**src/rtl/rr_arb_pkg.sv**
```systemverilog
// Shared types, defaults and the round-robin index helper for rr_tenure_arbiter.
package rr_arb_pkg;

  localparam int unsigned DefN         = 4;
  localparam int unsigned DefHoldW     = 8;
  localparam int unsigned DefGapCycles = 1;

  typedef enum logic [1:0] {StIdle, StOwn, StGap} arb_state_e;

  // Index of the k-th candidate after ptr, wrapping modulo n (ptr < n, k < n).
  function automatic int unsigned rr_idx(input int unsigned ptr, input int unsigned k,
                                         input int unsigned n);
    int unsigned s;
    s = ptr + 32'd1 + k;
    if (s >= n) s = s - n;
    return s;
  endfunction

endpackage

```
**src/rtl/rr_pick.sv**
```systemverilog
// Combinational round-robin picker: first set req found after ptr, wrapping.
module rr_pick
  import rr_arb_pkg::*;
#(
  parameter int unsigned N   = DefN,
  parameter int unsigned IDW = $clog2(N)
) (
  input  logic [N-1:0]   req,
  input  logic [IDW-1:0] ptr,
  output logic [N-1:0]   pick,
  output logic [IDW-1:0] pick_id,
  output logic           any
);

  logic [IDW-1:0] idx;

  always_comb begin
    pick    = '0;
    pick_id = '0;
    any     = 1'b0;
    idx     = '0;
    for (int k = 0; k < int'(N); k++) begin
      idx = IDW'(rr_idx(32'(ptr), k, N));
      if (!any && req[idx]) begin
        any       = 1'b1;
        pick[idx] = 1'b1;
        pick_id   = idx;
      end
    end
  end

endmodule

```
**src/rtl/rr_tenure_arbiter.sv**
```systemverilog
// Round-robin bus arbiter with bounded tenure, timeout preemption and an owner turnaround gap.
module rr_tenure_arbiter
  import rr_arb_pkg::*;
#(
  parameter int unsigned N          = DefN,
  parameter int unsigned IDW        = $clog2(N),
  parameter int unsigned HOLD_W     = DefHoldW,
  parameter int unsigned GAP_CYCLES = DefGapCycles
) (
  input  logic              clk,
  input  logic              rst_n,
  input  logic [N-1:0]      req,
  input  logic              cfg_en,
  input  logic [HOLD_W-1:0] cfg_max_hold,
  output logic [N-1:0]      gnt,
  output logic              gnt_valid,
  output logic [IDW-1:0]    gnt_id,
  output logic              preempt
);

  localparam int unsigned    GapW    = (GAP_CYCLES > 1) ? $clog2(GAP_CYCLES) : 1;
  localparam int unsigned    GapLast = (GAP_CYCLES > 0) ? GAP_CYCLES - 1 : 0;
  localparam logic [IDW-1:0] PtrRst  = IDW'(N - 1);

  arb_state_e        state_q;
  logic [IDW-1:0]    ptr_q;
  logic [HOLD_W-1:0] cnt_q;
  logic [GapW-1:0]   gap_q;
  logic [N-1:0]      gnt_q;
  logic              gnt_valid_q;
  logic [IDW-1:0]    gnt_id_q;
  logic              preempt_q;

  logic [N-1:0]   pick;
  logic [IDW-1:0] pick_id;
  logic           any;

  rr_pick #(
    .N   (N),
    .IDW (IDW)
  ) u_pick (
    .req     (req),
    .ptr     (ptr_q),
    .pick    (pick),
    .pick_id (pick_id),
    .any     (any)
  );

  logic owner_req, others, timeout, tenure_end, arb_now;

  // cfg_max_hold is compared live so lowering it mid-tenure takes effect at once.
  assign owner_req  = |(req & gnt_q);
  assign others     = |(req & ~gnt_q);
  assign timeout    = (cfg_max_hold != '0) && (cnt_q >= cfg_max_hold) && others;
  assign tenure_end = (state_q == StOwn) && (!owner_req || timeout);
  assign arb_now    = cfg_en && any &&
                      ((state_q == StIdle) || ((state_q == StGap) && (gap_q == '0)) ||
                       (tenure_end && (GAP_CYCLES == 0)));

  always_ff @(posedge clk or negedge rst_n) begin
    if (!rst_n) begin
      state_q     <= StIdle;
      ptr_q       <= PtrRst;
      cnt_q       <= '0;
      gap_q       <= '0;
      gnt_q       <= '0;
      gnt_valid_q <= 1'b0;
      gnt_id_q    <= '0;
      preempt_q   <= 1'b0;
    end else begin
      preempt_q <= 1'b0;
      unique case (state_q)
        StIdle: state_q <= StIdle;
        StOwn: begin
          if (tenure_end) begin
            gnt_q       <= '0;
            gnt_valid_q <= 1'b0;
            // Owner still requesting at tenure end means it was revoked by timeout.
            preempt_q   <= owner_req;
            state_q     <= (GAP_CYCLES > 0) ? StGap : StIdle;
            gap_q       <= GapW'(GapLast);
          end else if (!(&cnt_q)) begin
            cnt_q <= cnt_q + HOLD_W'(1);
          end
        end
        StGap: begin
          if (gap_q == '0) state_q <= StIdle;
          else             gap_q   <= gap_q - GapW'(1);
        end
        default: state_q <= StIdle;
      endcase
      // A new grant overrides the idle/release bookkeeping above.
      if (arb_now) begin
        state_q     <= StOwn;
        gnt_q       <= pick;
        gnt_valid_q <= 1'b1;
        gnt_id_q    <= pick_id;
        ptr_q       <= pick_id;
        cnt_q       <= HOLD_W'(1);
      end
    end
  end

  assign gnt       = gnt_q;
  assign gnt_valid = gnt_valid_q;
  assign gnt_id    = gnt_id_q;
  assign preempt   = preempt_q;

endmodule

```
**config.mk**
```make
export PLATFORM = sky130hd
export DESIGN_NAME = rr_tenure_arbiter
export DESIGN_NICKNAME = d
export VERILOG_FILES = /design/src/rtl/rr_arb_pkg.sv /design/src/rtl/rr_pick.sv /design/src/rtl/rr_tenure_arbiter.sv
export SDC_FILE = /design/constraint.sdc
export NUM_CORES = 1
export LEC_CHECK = 0
export BUFFER_PORTS_ARGS = -buffer_cell sky130_fd_sc_hd__buf_2
export CORE_MARGIN = 2
export CORE_UTILIZATION = 49
export DETAILED_ROUTE_END_ITERATION = 16
export GPL_ROUTABILITY_DRIVEN = 0
export PLACE_DENSITY = 0.7
export SLEW_MARGIN = 20
export SYNTH_ARGS = -nofsm -noshare
export SYNTH_HDL_FRONTEND = slang
export SYNTH_SLANG_ARGS = --single-unit
```
**constraint.sdc**
```tcl
create_clock -name clk -period 3.8 [get_ports clk]
set_input_delay 0.19 -clock clk [delete_from_list [all_inputs] [get_ports clk]]
set_output_delay 0.19 -clock clk [all_outputs]
set_load 0.02 [all_outputs]
```
==> impl_metrics.json, run 1 <==
{
  "outcome": "complete, no violations",
  "dieHeight_um": 62.2,
  "diodes": 0,
  "path_delay_family": "simple AND/OR/NAND/NOR gates",
  "ys_types": 58,
  "num_io_pins": 23,
  "cp-end-kind": "flop",
  "cts_buffers": 3,
  "maxUsedRoutingLayer": "met4",
  "port_buffers": 22,
  "setup_viol": 0,
  "slowest_stage": "dfstp_2",
  "syn_nets": 205,
  "hp-start": "cfg_en",
  "final_core_utilization": 0.550,
  "finalClockSkew_ps": 18.9,
  "wl_met1_um": 1610,
  "yosys_warnings": 0,
  "slew_violations": 0,
  "cp.buffers_inverters": 1,
  "syn_area_mm2": 0.00166,
  "rsz0062_at_grt": "false",
  "critical_path.max_fanout": 14,
  "synth_edf_count": 0,
  "cts_tree": "done",
  "clock_path_buffers": 2,
  "startpoint": "ptr_q[0]",
  "final_cell_mix": "22 x buf_2, 18 x dfrtp_1, 16 x nand2_1",
  "fillerInstances": 310,
  "drive_gt1_frac": 0.226,
  "viasPerCell": 6.01,
  "avgSynthCellArea_um2": 9.39,
  "fin_nets": 224,
  "clk_pin_slew_ps": 100,
  "met2_length_um": 1710,
  "first_pass_iters": 4,
  "gr-total-overflow": 0,
  "die_w_um": 62.2,
  "hpwlAfterDp_um": 2750,
  "finalHoldViolCount": 0,
  "ys.flop_type": "dfrtp_1",
  "fmax_mhz": 363,
  "fp.dieArea_mm2": 0.00387,
  "initial_utilization": 0.506,
  "total_leakage_power_nw": 0.807,
  "ir_worst_vdd_uv": 438,
  "root_buffer": "clkbuf_4",
  "grtUsageTotal": 0.198,
  "grt_pass1_vias": 1430,
  "wl_met3_um": 250,
  "drc": 0,
  "tightest_slew_ps": 802,
  "h-tree-depth": 1,
  "antenna_found_initial": 0,
  "avgRoutedWirePerCell_um": 15.0,
  "whs_ps": 310,
  "rows": 21,
  "vias": 1449,
  "cts_resized": 0,
  "crit_path_max_incr_delay_ps": 710,
  "post-route-min-period_ps": 2750,
  "path_class": "flop to flop",
  "hp-class": "input pin to flop",
  "clock_sinks": 20,
  "seq_area_frac_synth": 0.303,
  "period_share": 0.724,
  "grt_pass1_wl_um": 6270,
  "path_cells": "inv_1 -> ha_1 -> or2_1 -> or4_1 -> a21oi_2 -> nor2_2 -> a211oi_2 -> a21o_1",
  "drt-total-wl_um": 3630,
  "async_flop_share": 1.00,
  "worstReg2RegStart": "ptr_q[0]",
  "cp.required_ps": 4040,
  "fin_tns_setup_ps": 0,
  "final_common_cell": "buf_2",
  "drv_cap": 0,
  "insertion_delay_ps": 310,
  "drt_iter0_markers": 102,
  "cp-start-kind": "flop",
  "total_power_mw": 1.30,
  "final_antenna_net_count": 0,
  "core_mm2": 0.00328,
  "grt_max_degree": 22,
  "p_per_area_mw_per_mm2": 720,
  "slew_headroom": 0.464,
  "synth_cells": 177,
  "cp.arrival_ps": 2990,
  "yosys_register_bits": 20,
  "area_growth_pct": 8.66
}
[cells by family (layout without fill, tap and decap cells)]
| family | Yosys count | count (layout) | share of synthesized area |
|---|---|---|---|
| and+or+nand+nor | 60 | 60 | 0.195 |
| AOI/OAI and AO/OA | 53 | 53 | 0.266 |
| buffers and inverters | 23 | 41 | 0.0745 |
| DFF | 20 | 20 | 0.303 |
| adders and majority gates | 13 | 13 | 0.0979 |
| muxes | 7 | 7 | 0.0587 |
| xor gates and xnor gates | 1 | 1 | 0.00527 |
[cell type report]
| cell class | count | area, um2 | share of cell area |
|---|---|---|---|
| Clock buffer | 4 | 26.3 | 0.0146 |
| Timing Repair Buffer | 23 | 120 | 0.0665 |
| Multi-Input combinational cell | 134 | 1050 | 0.579 |
| Sequential cell | 20 | 503 | 0.279 |
| Tap cell | 46 | 57.6 | 0.0319 |
| Inverter | 14 | 52.6 | 0.0291 |
[state kept, by name (all words and copies together), names as in the netlist]
register and cells:
cnt_q 8, gnt 4, gnt_id 2, ptr_q 2
state_q 2, gnt_valid 1, preempt 1
[per-layer routing]
| metal | vias to the layer above | GRT usage |
|---|---|---|
| met3 | 6 | 0.0525 |
| met5 | - | 0 |
| li1 | 701 | - |
| met1 | 683 | 0.268 |
| met2 | 59 | 0.313 |
| met4 | 0 | 0.0611 |
[where the power goes]
group          internal (mW)  total (mW)  switching (mW)
registers              0.298       0.382          0.0843
logic                  0.328       0.812           0.484
clock network         0.0409       0.106          0.0646
[worst paths after layout]
check                             to  slack [ps]  cells after the start
setup / recovery           gnt_id[0]        1050                      8
max in group asynchronous   ptr_q[0]        3100                      2
setup reg to reg           gnt_id[0]        1050                      8
hold reg to reg            gnt_id[1]         500                      1
min in group asynchronous   cnt_q[4]         350                      2
hold / removal              ptr_q[0]         310                      5
[what timing repair did]
item,in CTS,in global routing
hold buffers,1,0
hold endpoints to repair,18,0
setup buffers,0,0
[cells in the mapped netlist, drive strengths merged (3+ instances only)]
| master | n | area share |
|---|---|---|
| nand3 | 5 | 0.015 |
| a211oi | 4 | 0.027 |
| a21oi | 5 | 0.017 |
| nor2b | 4 | 0.015 |
| dfrtp | 18 | 0.27 |
| ha | 13 | 0.098 |
| o21ai | 9 | 0.027 |
| nand2 | 16 | 0.036 |
| o21a | 3 | 0.014 |
| mux2i | 3 | 0.018 |
| buf | 8 | 0.041 |
| nor2 | 10 | 0.024 |
| o22ai | 4 | 0.015 |
| a221oi | 3 | 0.020 |
| o41ai | 3 | 0.016 |
| nand2b | 7 | 0.026 |
| o311ai | 4 | 0.021 |
| inv | 14 | 0.032 |
| nor4 | 4 | 0.019 |
[per-stage QoR]
step,cell area [um2],std cells,worst slack [ps]
2_1_floorplan,1660,177,1340
4_1_cts,1800,241,1040
3_5_place_dp,1760,236,1060
3_3_place_gp,1760,236,1180
5_1_grt,1810,241,893
6_report,1810,241,1050
[worst register-to-register path, delay by kind of cell, from the launching register on]
family / cells / cell delay (ps)
compound gates: 3 / 610
simple gates: 3 / 880
buf+inv: 1 / 170
flops: 1 / 710
fa+ha+maj: 1 / 320
(Power assumes the default switching activity.)
==> inputs of run 2 (changes only) <==
Clock period 3.8 ns to 2.6 ns, I/O delays scaled along.
==> run 2 against run 1 <==
Compared with the run above:
- global-route usage grew 0.69 points
- routed wire length grew 0.41%
- critical path depth is the same
- sequential power grew 38%
- clock skew shrank 2.5 ps
- highest routed layer unchanged
- register-to-register slack lost 920 ps
- critical endpoint unchanged
- combinational power grew 51%
==> impl_metrics.json, run 2 (synthesis results as in run 1) <==
{
  "grt_pass1_wl_um": 6430,
  "worstRegToRegCells": 8,
  "num_io_pins": 23,
  "core_mm2": 0.00328,
  "grt_max_degree": 22,
  "startpoint": "ptr_q[0]",
  "fin_tns_setup_ps": 0,
  "fmax_mhz": 405,
  "clock_path_buffers": 2,
  "drive_gt1_frac": 0.239,
  "hp-start": "cfg_en",
  "cp-end-kind": "flop",
  "insertion_delay_ps": 310,
  "antenna_found_initial": 0,
  "h-tree-depth": 1,
  "final_antenna_net_count": 0,
  "vias": 1465,
  "pwr-share-seq": 0.272,
  "avgRoutedWirePerCell_um": 15.0,
  "r2r-end": "gnt_id[0]",
  "grt_pass1_vias": 1357,
  "r2r_slack_ps": 130,
  "cp.arrival_ps": 2720,
  "ir_worst_vdd_uv": 596,
  "finalClockSkew_ps": 16.3,
  "finalHoldViolCount": 0,
  "final_cells": 243,
  "grtUsageTotal": 0.205,
  "diodes": 0,
  "die_w_um": 62.2,
  "cts_tree": "done",
  "port_buffers": 22,
  "path_cells": "inv_1 -> ha_1 -> or2_1 -> or4_1 -> a21oi_2 -> nor2_2 -> a211oi_2 -> a21o_1",
  "rsz0062_at_grt": "false",
  "final_common_cell": "buf_2",
  "dieHeight_um": 62.2,
  "post-route-min-period_ps": 2470,
  "drt-total-wl_um": 3640,
  "slowest_stage": "or4_1",
  "multiInputGateArea_mm2": 0.00105,
  "layout_setup_ws_ps": 129,
  "whs_ps": 228,
  "rows": 21,
  "slew_violations": 0,
  "switching_share": 0.474,
  "post_cts_buffers": 0,
  "cts_buffers": 3,
  "p_per_area_mw_per_mm2": 1060,
  "clock_sinks": 20,
  "first_pass_iters": 5,
  "fillerInstances": 308,
  "outcome": "complete, no violations",
  "area_growth_pct": 10.2,
  "hp-class": "input pin to flop",
  "viasPerCell": 6.03,
  "post-route-cell-area_mm2": 0.00183,
  "largest_reg_flops": 8,
  "tightest_slew_ps": 817,
  "cp.required_ps": 2850,
  "clockPowerShare": 0.094,
  "placed_cells": 238,
  "place_ws_ps": 21.8,
  "critical_path.max_fanout": 6,
  "cts_resized": 0,
  "worstReg2RegStart": "ptr_q[0]",
  "place_area_mm2": 0.00178,
  "drc": 0,
  "crit_end": "gnt_id[0]",
  "cp-start-kind": "flop",
  "path_class": "flop to flop",
  "regMostFlops": "cnt_q",
  "drv_cap": 0,
  "fp.dieArea_mm2": 0.00387,
  "gr-total-overflow": 0,
  "setup_viol": 0,
  "power.switching_uw": 921,
  "total_leakage_power_nw": 0.822,
  "p_comb_frac": 0.634,
  "drt_iter0_markers": 73,
  "period_share": 0.951,
  "hpwlAfterDp_um": 2850,
  "crit_path_max_incr_delay_ps": 550,
  "clk_pin_slew_ps": 100,
  "slew_headroom": 0.454,
  "final_cell_mix": "22 x buf_2, 18 x dfrtp_1, 16 x nand2_1",
  "initial_utilization": 0.506,
  "fin_nets": 226,
  "root_buffer": "clkbuf_4",
  "final-seq-area_um2": 503,
  "p_int_mw": 1.02
}
## run 2: changes by cell type in the layout (fill, tap and decap cells not counted), sizes merged
| cell | change |
|---|---|
| buf | +2 |
## run 2: how the worst min path moves through the flow
stage | endpoint | slack [ps] | cells past startpoint
floorplan | cnt_q[0] | -170 | 0
global placement | gnt_id[1] | 100 | 1
detailed placement | gnt_valid | 100 | 1
CTS | ptr_q[0] | 230 | 5
global route | ptr_q[0] | 280 | 5
finish | ptr_q[0] | 230 | 5
## run 2: routing by layer
layer	GRT usage	wire, um	vias to the layer above
met4	0.0472	34	0
met5	0	0	-
met2	0.333	1730	40
met3	0.0417	183	4
li1	-	-	716
met1	0.284	1690	705
## run 2: power groups by stage
stage                     logic, mW  clock network, mW  registers [mW]
after floorplan               0.919                  0           0.585
after global placement         1.18                  0           0.530
after detailed placement       1.21                  0           0.534
after CTS                      1.22              0.189           0.527
after global routing           1.37              0.200           0.546
final                          1.23              0.183           0.528
## run 2: repair_timing
action / 4_1_cts / 5_1_grt
hold endpoints to repair: 18 / 0
hold buffers: 1 / 0
setup endpoints to repair: 0 / 0
## run 2: metrics by stage
stage | total power, mW | utilization
6_report | 1.94 | 0.557
5_1_grt | 2.11 | 0.557
4_1_cts | 1.93 | 0.555
3_5_place_dp | 1.74 | 0.541
3_3_place_gp | 1.71 | 0.541
2_1_floorplan | 1.50 | -
## run 2: final cells by class
type / count / area share
Multi-Input combinational cell: 134 / 0.571
Sequential cell: 20 / 0.275
Timing Repair Buffer: 25 / 0.0738
Tap cell: 46 / 0.0314
Inverter: 14 / 0.0287
Clock buffer: 4 / 0.0198
## run 2: critical path, delay by kind of cell, from the launching register on
kind                       cells  cell delay [ps]
AOI/OAI and AO/OA              3              610
and+or+nand+nor                3              890
adders and majority gates      1              290
DFF                            1              540
buffers and inverters          1               90
==> inputs of run 3 (changes only) <==
Settings changed: CORE_ASPECT_RATIO from default to 0.5, CTS_CLUSTER_DIAMETER from default to 40, RECOVER_POWER from default to 25.
==> run 3 against run 2 <==
Compared with the run above:
- fmax down 0.21%
- largest power group unchanged
- non-clock buffer count unchanged
- sequential share of layout area down 0.15 points
- setup slack worse by 5.3 ps
- global-route usage down 0.85 points
==> impl_metrics.json, run 3 (synthesis results as in run 1) <==
{
  "outcome": "complete, no violations",
  "finalClockSkew_ps": 1.12,
  "num_io_pins": 23,
  "cp-start-kind": "flop",
  "slew_headroom": 0.273,
  "drive_gt1_frac": 0.234,
  "grt_pass1_wl_um": 5910,
  "area_growth_pct": 10.8,
  "place_ws_ps": 48.5,
  "clk_pin_slew_ps": 70,
  "final_common_cell": "buf_2",
  "period_share": 0.953,
  "final_cell_mix": "21 x buf_2, 18 x dfrtp_1, 16 x nand2_1",
  "port_buffers": 22,
  "p_per_area_mw_per_mm2": 1080,
  "startpoint": "ptr_q[0]",
  "avgRoutedWirePerCell_um": 15.6,
  "cts_buffers": 3,
  "fin_nets": 226,
  "rows": 14,
  "first_pass_iters": 5,
  "total_leakage_power_nw": 0.827,
  "core_mm2": 0.00312,
  "grtUsageTotal": 0.197,
  "post_cts_buffers": 0,
  "gr-total-overflow": 0,
  "root_buffer": "clkbuf_8",
  "cp.buffers_inverters": 1,
  "finalHoldViolCount": 0,
  "drt-total-wl_um": 3700,
  "final_cells": 237,
  "post-route-min-period_ps": 2480,
  "viasPerCell": 6.01,
  "layout_setup_ws_ps": 123,
  "largest_reg_flops": 8,
  "slew_violations": 0,
  "hp-start": "cfg_en",
  "drv_cap": 0,
  "cp-end-kind": "flop",
  "die_w_um": 86.4,
  "r2r_slack_ps": 120,
  "cts_tree": "done",
  "grt_pass1_vias": 1271,
  "setup_viol": 0,
  "path_delay_family": "simple AND/OR/NAND/NOR gates",
  "drt_iter0_markers": 87,
  "fillerInstances": 281,
  "placed_cells": 232,
  "fp.dieArea_mm2": 0.00390,
  "path_class": "flop to flop",
  "worstReg2RegStart": "ptr_q[0]",
  "crit_path_max_incr_delay_ps": 560,
  "clock_sinks": 20,
  "antenna_found_initial": 0,
  "final_core_utilization": 0.590,
  "cp.arrival_ps": 2680,
  "hpwlAfterDp_um": 2760,
  "tightest_slew_ps": 1090,
  "final_antenna_net_count": 0,
  "diodes": 0,
  "fin_tns_setup_ps": 0,
  "hp-class": "input pin to flop",
  "grt_max_degree": 21,
  "ir_worst_vdd_uv": 443,
  "fmax_mhz": 404,
  "drc": 0,
  "clock_path_buffers": 2,
  "h-tree-depth": 1,
  "path_cells": "inv_1 -> ha_1 -> or2_1 -> or4_1 -> a21oi_2 -> nor2_2 -> a211oi_2 -> a21o_1",
  "dieHeight_um": 45.2,
  "rsz0062_at_grt": "false",
  "cp.required_ps": 2800,
  "initial_utilization": 0.533,
  "insertion_delay_ps": 250,
  "slowest_stage": "or4_1",
  "total_power_mw": 2.00,
  "regMostFlops": "cnt_q",
  "critical_path.max_fanout": 6,
  "vias": 1425
}
## run 3: cell count changes in the layout (fill, tap and decap cells not counted)
| cell | previous run | this run |
|---|---|---|
| buf_2 | 22 | 21 |
| clkbuf_4 | 3 | 0 |
| clkbuf_1 | 0 | 1 |
| clkbuf_8 | 1 | 4 |
## run 3: path summary, 6_finish.rpt
path,end,cells past startpoint
setup / recovery,gnt_id[0],8
min in group asynchronous,gnt[0],2
setup reg to reg,gnt_id[0],8
max in group asynchronous,gnt_valid,2
hold / removal,ptr_q[0],5
hold reg to reg,gnt_id[0],1
## run 3: layer usage
metal  GRT usage  part of all wire  vias up
met2       0.331              0.45       45
met5           0                 0        -
met3      0.0329             0.041        6
met1       0.274              0.50      663
li1            -                 -      711
met4      0.0375            0.0078        0
## run 3: tightest hold or removal path: stages
cell and delay (ps):
buf_2 90, nand2b_1 90, a311oi_1 100, nand2_1 90
xnor2_1 70
## run 3: layout make-up
cell class,count,area (um2),area share
inverters,14,52.6,0.0286
well taps,40,50.0,0.0272
flip-flops and latches,20,503,0.273
clock buffers,4,55.1,0.0299
repair buffers,25,134,0.0727
multi-input cells,134,1050,0.568
## run 3: repair_timing
item,in CTS,in global routing
hold endpoints to repair,18,0
hold buffers,1,0
gates resized for setup,0,1
endpoints found under the setup margin,0,11
## run 3: stage by stage
step	hold slack [ps]	cell area, um2
after floorplan	-166	1660
after global placement	107	1770
after detailed placement	104	1770
after CTS	326	1840
after global routing	360	1840
final	328	1840
## run 3: report_power, final
part           internal (mW)  leakage, nW  switching, mW
registers              0.434        0.253         0.0915
clock network          0.135       0.0288         0.0996
logic                  0.495        0.545          0.742
total                   1.06        0.827          0.933
